### config.mk
export PLATFORM = sky130hd
export DESIGN_NAME = rr_mux4_arbiter
export DESIGN_NICKNAME = d
export VERILOG_FILES = /design/src/rtl/rr_mux4_arbiter.sv
export SDC_FILE = /design/constraint.sdc
export NUM_CORES = 1
export LEC_CHECK = 0
export BUFFER_PORTS_ARGS = -buffer_cell sky130_fd_sc_hd__buf_2
export CAP_MARGIN = 10
export CORE_UTILIZATION = 45
export CTS_CLUSTER_SIZE = 25
export DETAILED_ROUTE_END_ITERATION = 16
export PLACE_DENSITY = 0.77
export SETUP_SLACK_MARGIN = 0.3
export SLEW_MARGIN = 30
export SYNTH_ARGS = -nofsm -noshare
export SYNTH_HDL_FRONTEND = slang
export SYNTH_SLANG_ARGS = --single-unit
### constraint.sdc
create_clock -name clk -period 2.1 [get_ports clk]
set_clock_uncertainty 0.15 [all_clocks]
set_input_delay 0.525 -clock clk [delete_from_list [all_inputs] [get_ports clk]]
set_output_delay 0.525 -clock clk [all_outputs]
set_load 0.005 [all_outputs]
### src/rtl/rr_mux4_arbiter.sv
// Round-robin arbiter sharing one 4:1 mux output among four requesters,
// with a per-grant hold limit so no requester can starve the others.
module rr_mux4_arbiter #(
  parameter int MAX_HOLD = 4,
  parameter int CW       = 4
) (
  input  logic       clk,
  input  logic       rst,
  input  logic [3:0] req,
  input  logic [3:0] i,
  output logic [1:0] s,
  output logic [3:0] gnt,
  output logic       busy,
  output logic       y
);

  // state | meaning
  // IDLE  | no grant outstanding, gnt=0, busy=0
  // GRANT | one requester owns the mux, hold counter running
  localparam logic [0:0] IDLE  = 1'b0;
  localparam logic [0:0] GRANT = 1'b1;

  logic [0:0]    r_state;
  logic [1:0]    r_last;
  logic [CW-1:0] r_cnt;
  logic [1:0]    r_s;
  logic [3:0]    r_gnt;
  logic          r_busy;

  logic [1:0]    w_win;
  logic          w_found;
  logic          w_release;

  // While granted, r_last equals r_s, so one search from r_last+1 serves
  // both the idle pick and the back-to-back re-pick on release.
  always_comb begin
    logic [1:0] idx;
    w_win   = r_last;
    w_found = 1'b0;
    idx     = r_last;
    for (int k = 1; k <= 4; k++) begin
      idx = r_last + 2'(k);
      if (!w_found && req[idx]) begin
        w_win   = idx;
        w_found = 1'b1;
      end
    end
  end

  assign w_release = (r_state == GRANT) &&
                     (!req[r_s] || (r_cnt == CW'(MAX_HOLD - 1)));

  always_ff @(posedge clk) begin
    if (rst) begin
      r_state <= IDLE;
      r_last  <= 2'd3;
      r_cnt   <= '0;
      r_s     <= 2'd0;
      r_gnt   <= 4'b0000;
      r_busy  <= 1'b0;
    end else begin
      case (r_state)
        IDLE: begin
          if (w_found) begin
            r_state <= GRANT;
            r_last  <= w_win;
            r_s     <= w_win;
            r_gnt   <= 4'b0001 << w_win;
            r_busy  <= 1'b1;
            r_cnt   <= '0;
          end
        end
        GRANT: begin
          if (w_release) begin
            if (w_found) begin
              r_last <= w_win;
              r_s    <= w_win;
              r_gnt  <= 4'b0001 << w_win;
              r_cnt  <= '0;
            end else begin
              r_state <= IDLE;
              r_gnt   <= 4'b0000;
              r_busy  <= 1'b0;
              r_cnt   <= '0;
            end
          end else if (r_cnt != CW'(MAX_HOLD - 1)) begin
            r_cnt <= r_cnt + CW'(1);
          end
        end
        default: begin
          r_state <= IDLE;
          r_gnt   <= 4'b0000;
          r_busy  <= 1'b0;
          r_cnt   <= '0;
        end
      endcase
    end
  end

  assign s    = r_s;
  assign gnt  = r_gnt;
  assign busy = r_busy;
  assign y    = r_busy ? i[r_s] : 1'b0;

endmodule
Word-level counts from Yosys, hierarchy flattened --
Cells that the tools add are included. W data, S select, Z words.
Storage, ports and cells: bits of input ports 10, logic and storage cells 77, register bits after elaboration 14
Operators by class: shift-type cells 1, bitwise gates (word level) 1, reductions and logical operators 12, equal/unequal tests 6, multiplexer cells 42, $add $sub $neg 4, order comparisons 5
Operators by type and width (number):
- $mux W4 | 6
- $mux W1 | 16
- $mux W2 | 8
- $pmux W4 S2 | 2
- $lt A2 B3 Y1 const B | 5
- $bmux W1 S2 | 6
- $pmux W2 S2 | 2
- $add A2 B2 Y2 const B | 2
- $add A4 B1 Y4 const B | 1
- $eq A4 B2 Y1 const B | 1
- $logic_and A1 B1 Y1 | 4
- $logic_not A1 Y1 | 4
- $ne A2 B2 Y1 const B | 2
- $ne A4 B2 Y1 const B | 1
- $pmux W1 S2 | 2
- $reduce_and A2 Y1 | 2
- $shl A1 B2 Y4 const A | 1
- $ne A3 B1 Y1 const B | 1
- $reduce_and A3 Y1 | 1
- $add A2 B1 Y2 const B | 1
- $ne A2 B1 Y1 const B | 1
- $logic_or A1 B1 Y1 | 1
- $not A1 Y1 | 1

Logic depth before layout (Yosys ltp) --
depth after elaboration 17, mapped depth 5, depth with buffers taken out 5

Least setup slack after synthesis --
No wires, ideal clock.
kind input to register, start in req[0], end reg r_cnt[3], data arrival time 1731 ps, stages 5, setup time 123 ps, buffers on the path 0, path slack 96 ps, cells stage by stage nor4_2 ha_1 nand4b_1 xor2_1 nor2_1
On the way: word-level cells in the longest chain between the ends 14, elaborated cells on any way between the ends 28, those cells by class eq/ne (2); mux (16); reduce/logical (10)
Ends and longest elaborated chain:
- from (decl) | line 9 | input logic [3:0] req,
- $bmux W1 S2 | line 43 | if (!w_found && req[idx]) begin
- $mux W1 (not written as such) | line 43
- $mux W1 | line 43
- $logic_not A1 Y1 | line 43
- $logic_and A1 B1 Y1 | line 43
- $mux W1 | line 43
- $logic_not A1 Y1 | line 43
- $logic_and A1 B1 Y1 | line 43
- $mux W1 | line 43
- $logic_not A1 Y1 | line 43
- $logic_and A1 B1 Y1 | line 43
- $mux W1 | line 43
- $ne A2 B2 Y1 (no source line)
- $reduce_and A2 Y1 (no source line)
- to (signal assigned) | line 87 | r_cnt <= r_cnt + CW'(1);
- to (decl) | line 25 | logic [CW-1:0] r_cnt;
Several ways; a longest one is shown, not always the timed one. The select of a mux whose other input is x is not followed. A chain may end at the register's enable or synchronous reset.

Worst setup path in the final report --
start reg r_s[0] (netlist: s[0]), end out y
On the way: word-level cells in the longest chain between the ends 3
Ends and longest elaborated chain:
- from (decl) | line 26 | logic [1:0] r_s;
- from (signal assigned) | line 67 | r_s <= w_win;
- from (signal assigned) | line 77 | r_s <= w_win;
- $bmux W1 S2 | line 103 | assign y = r_busy ? i[r_s] : 1'b0;
- $mux W1 (not written as such) | line 103
- $mux W1 | line 103
- to (decl) | line 14 | output logic y
Every way passes these cells. The select of a mux whose other input is x is not followed.

==> results.yml <==
sta:
  rsz0062_at_grt: "true"
  slew_headroom_pct: 81.7
  finalCriticalPeriod_ps: 2040
  worst_pin_slew_ps: 275
  whs_ps: 314
  layout_setup_ws_ps: 57.6
  drv_slew: 0
  fin_crit_sh_pct: 97.3
  fmax_ghz: 0.490
  finalSetupViolations: 0
  setup-tns-final_ps: 0
  finalHoldViolCount: 0
floorplan:
  dieArea_sq_mm: 0.00181
  start_util_pct: 48.5
  rows: 14
  die_w_microns: 42.5
  die_y_microns: 42.5
  core_area_sq_mm: 0.00152
  ioPinCount: 18
finish:
  syn_to_final_growth_pct: 33.3
  fill_cells: 126
  design_area_sq_um: 986
  drive_above_1_share_pct: 48.1
  antennaDiodeCount: 0
  nets: 118
  final_common_cell: "buf_2"
  most-common-layout-cells: "buf_2 (17), dfxtp_1 (13), buf_4 (9)"
logic_synthesis:
  synth_cell_types: 34
  syn_avg_cell_area_sq_um: 9.60
  syn_inst: 77
  ys_seq_area_share_pct: 37.9
  ys_warn_count: 0
  syn_nets: 89
  syn_area_sq_um: 739
  synth_seq_cells: 14
clocking:
  clockBufferDepth: 2
  cts_made_buffers: 3
  clock_sinks: 14
  hold_buffers: 0
  root_buffer: "clkbuf_4"
  insertion_delay_ps: 280
  cts_tree: "done"
  clkTransAtPathRegs_ps: 80
  cts_max_level: 1
global_route:
  grt_pass1_vias: 620
  grt_usage_pct: 20.8
  grt_max_degree: 12
  grt_overflow: 0
  antenna_found_initial: 0
  grt_pass1_wl_mm: 2.77
setup_path:
  start_kind: "flip-flop"
  cpLargestDelayFamily: "multiplexers"
  worstPathArrival_ps: 1370
  slowest_delay_ps: 470
  critical_path.slowest_cell: "mux4_2"
  worst_setup_path_end_kind: "output port"
  path_class: "flip-flop to output port"
  critPathMaxFanout: 2
  path_buf_inv: 1
  worstPathRequired_ps: 1420
  crit_chain: "mux4_2 -> and2_1 -> buf_2"
power:
  p_sw_uw: 215
  p_clk_share_pct: 22.1
  leakage_nw: 0.435
  power_frac_comb_pct: 30.9
  p_sw_share_pct: 31.3
  p_int_uw: 471
  pwr_density_cell_mw_per_mm2: 695
  seqPwrFrac_pct: 47.0
  power_uw: 686
  vdd_drop_max_uv: 428
placed_design:
  pre_cts_ws_ps: 72.7
  hpwl_mm: 1.23
  gp_congestion: 0.791
  io_buffers: 17
  dpl_cell_area_sq_um: 902
route:
  drt-initial-drc-count: 16
  routed_wirelength_mm: 1.66
  drt_first_pass_iters: 4
  vias_per_cell: 5.62
  ant_nets: 0
  avgRoutedWirePerCell_microns: 13.8
  via_count: 674
  drc_errors: 0
min_path:
  min_path_type: "flip-flop to flip-flop"
flow_run:
  max_cap_viol_count: 0
outcome:
  outcome: "finished clean"
==> registers in the layout, summed over array words and instances (netlist names) <==
| signal | flops |
|---|---|
| busy | 1 |
| gnt | 4 |
| r_cnt | 4 |
| r_last | 2 |
| r_state | 1 |
| s | 2 |
==> layout make-up <==
cell class / instances / area (sq um) / area share, %
Inverter: 2 / 7.51 / 0.761
Timing Repair Buffer: 26 / 153 / 15.5
Clock buffer: 3 / 22.5 / 2.28
Tap cell: 16 / 20.0 / 2.03
Multi-Input combinational cell: 59 / 499 / 50.6
Sequential cell: 14 / 284 / 28.8
==> metrics by stage <==
stage | utilization [%] | std cells
finish | 64.7 | 120
global route | 64.7 | 120
CTS | 62.9 | 120
detailed placement | 59.2 | 115
global placement | 59.2 | 115
floorplan | - | 77
==> repair_timing <==
| action | CTS | global route |
|---|---|---|
| resized for setup | 7 | 8 |
| pin swaps | 3 | 8 |
| setup buffers | 2 | 0 |
| endpoints found under the hold margin | 0 | 0 |
| endpoints found under the setup margin | 12 | 13 |
==> synth_stat cells (all sizes together) <==
master,count,area share [%]
a211oi,1,1.0
a21bo,1,1.4
a21o,1,1.0
a21oi,3,2.0
a22o,1,1.2
a31o,1,2.4
a31oi,3,4.6
a32o,2,2.7
and2,1,0.85
and3,1,1.0
clkbuf,2,1.0
dfxtp,14,38
ha,2,3.4
inv,2,1.0
mux2i,2,2.7
mux4,2,6.6
nand2,8,4.1
nand2b,2,1.7
nand3,2,1.4
nand3b,1,1.0
nand4b,1,1.2
nor2,9,4.6
nor2b,2,1.7
nor3,4,2.7
nor3b,1,1.0
nor4,1,1.7
o21ai,2,1.4
o41ai,1,2.2
or3b,1,1.2
xnor2,1,1.2
xor2,2,2.4
==> power groups by stage <==
stage                     Combinational (mW)  Sequential (mW)  Clock (mW)
after floorplan                        0.117            0.320           0
after global placement                 0.176            0.325           0
after detailed placement               0.183            0.328           0
after CTS                              0.201            0.320       0.154
after global routing                   0.232            0.328       0.165
final                                  0.212            0.322       0.152
==> kinds of logic after synthesis <==
| kind of cell | count (synthesis) | share of synthesized area [%] |
|---|---|---|
| buffers and inverters | 4 | 2.03 |
| multiplexers | 4 | 9.31 |
| XOR/XNOR | 3 | 3.55 |
| adder cells (fa/ha/maj) | 2 | 3.38 |
| AO/OA/AOI/OAI | 16 | 19.8 |
| AND/OR/NAND/NOR | 34 | 24.0 |
| flip-flops | 14 | 37.9 |
==> tightest hold or removal path, delay by kind of cell (launching register included) <==
| family | cells | cell delay, ps |
|---|---|---|
| flip-flops | 1 | 320 |
| AND/OR/NAND/NOR | 1 | 60 |
| AO/OA/AOI/OAI | 1 | 40 |
==> layer usage <==
metal,routed length (microns),track usage [%],vias up
met5,0,0,-
met4,31,11.3,0
met1,769,26.2,313
met3,73,3.88,5
li1,-,-,337
met2,781,33.2,19
==> final timing paths <==
| check | start | slack (ps) | endpoint | cells past startpoint |
|---|---|---|---|---|
| worst max-delay path | s[0]$_SDFFE_PP0P_ | 60 | y | 3 |
| worst min-delay path | gnt[3]$_SDFFE_PP0P_ | 310 | gnt[3]$_SDFFE_PP0P_ | 2 |
| worst max register to register | s[0]$_SDFFE_PP0P_ | 240 | gnt[0]$_SDFFE_PP0P_ | 4 |
| worst min register to register | gnt[3]$_SDFFE_PP0P_ | 310 | gnt[3]$_SDFFE_PP0P_ | 2 |
Power figures use the tool's default switching activity.
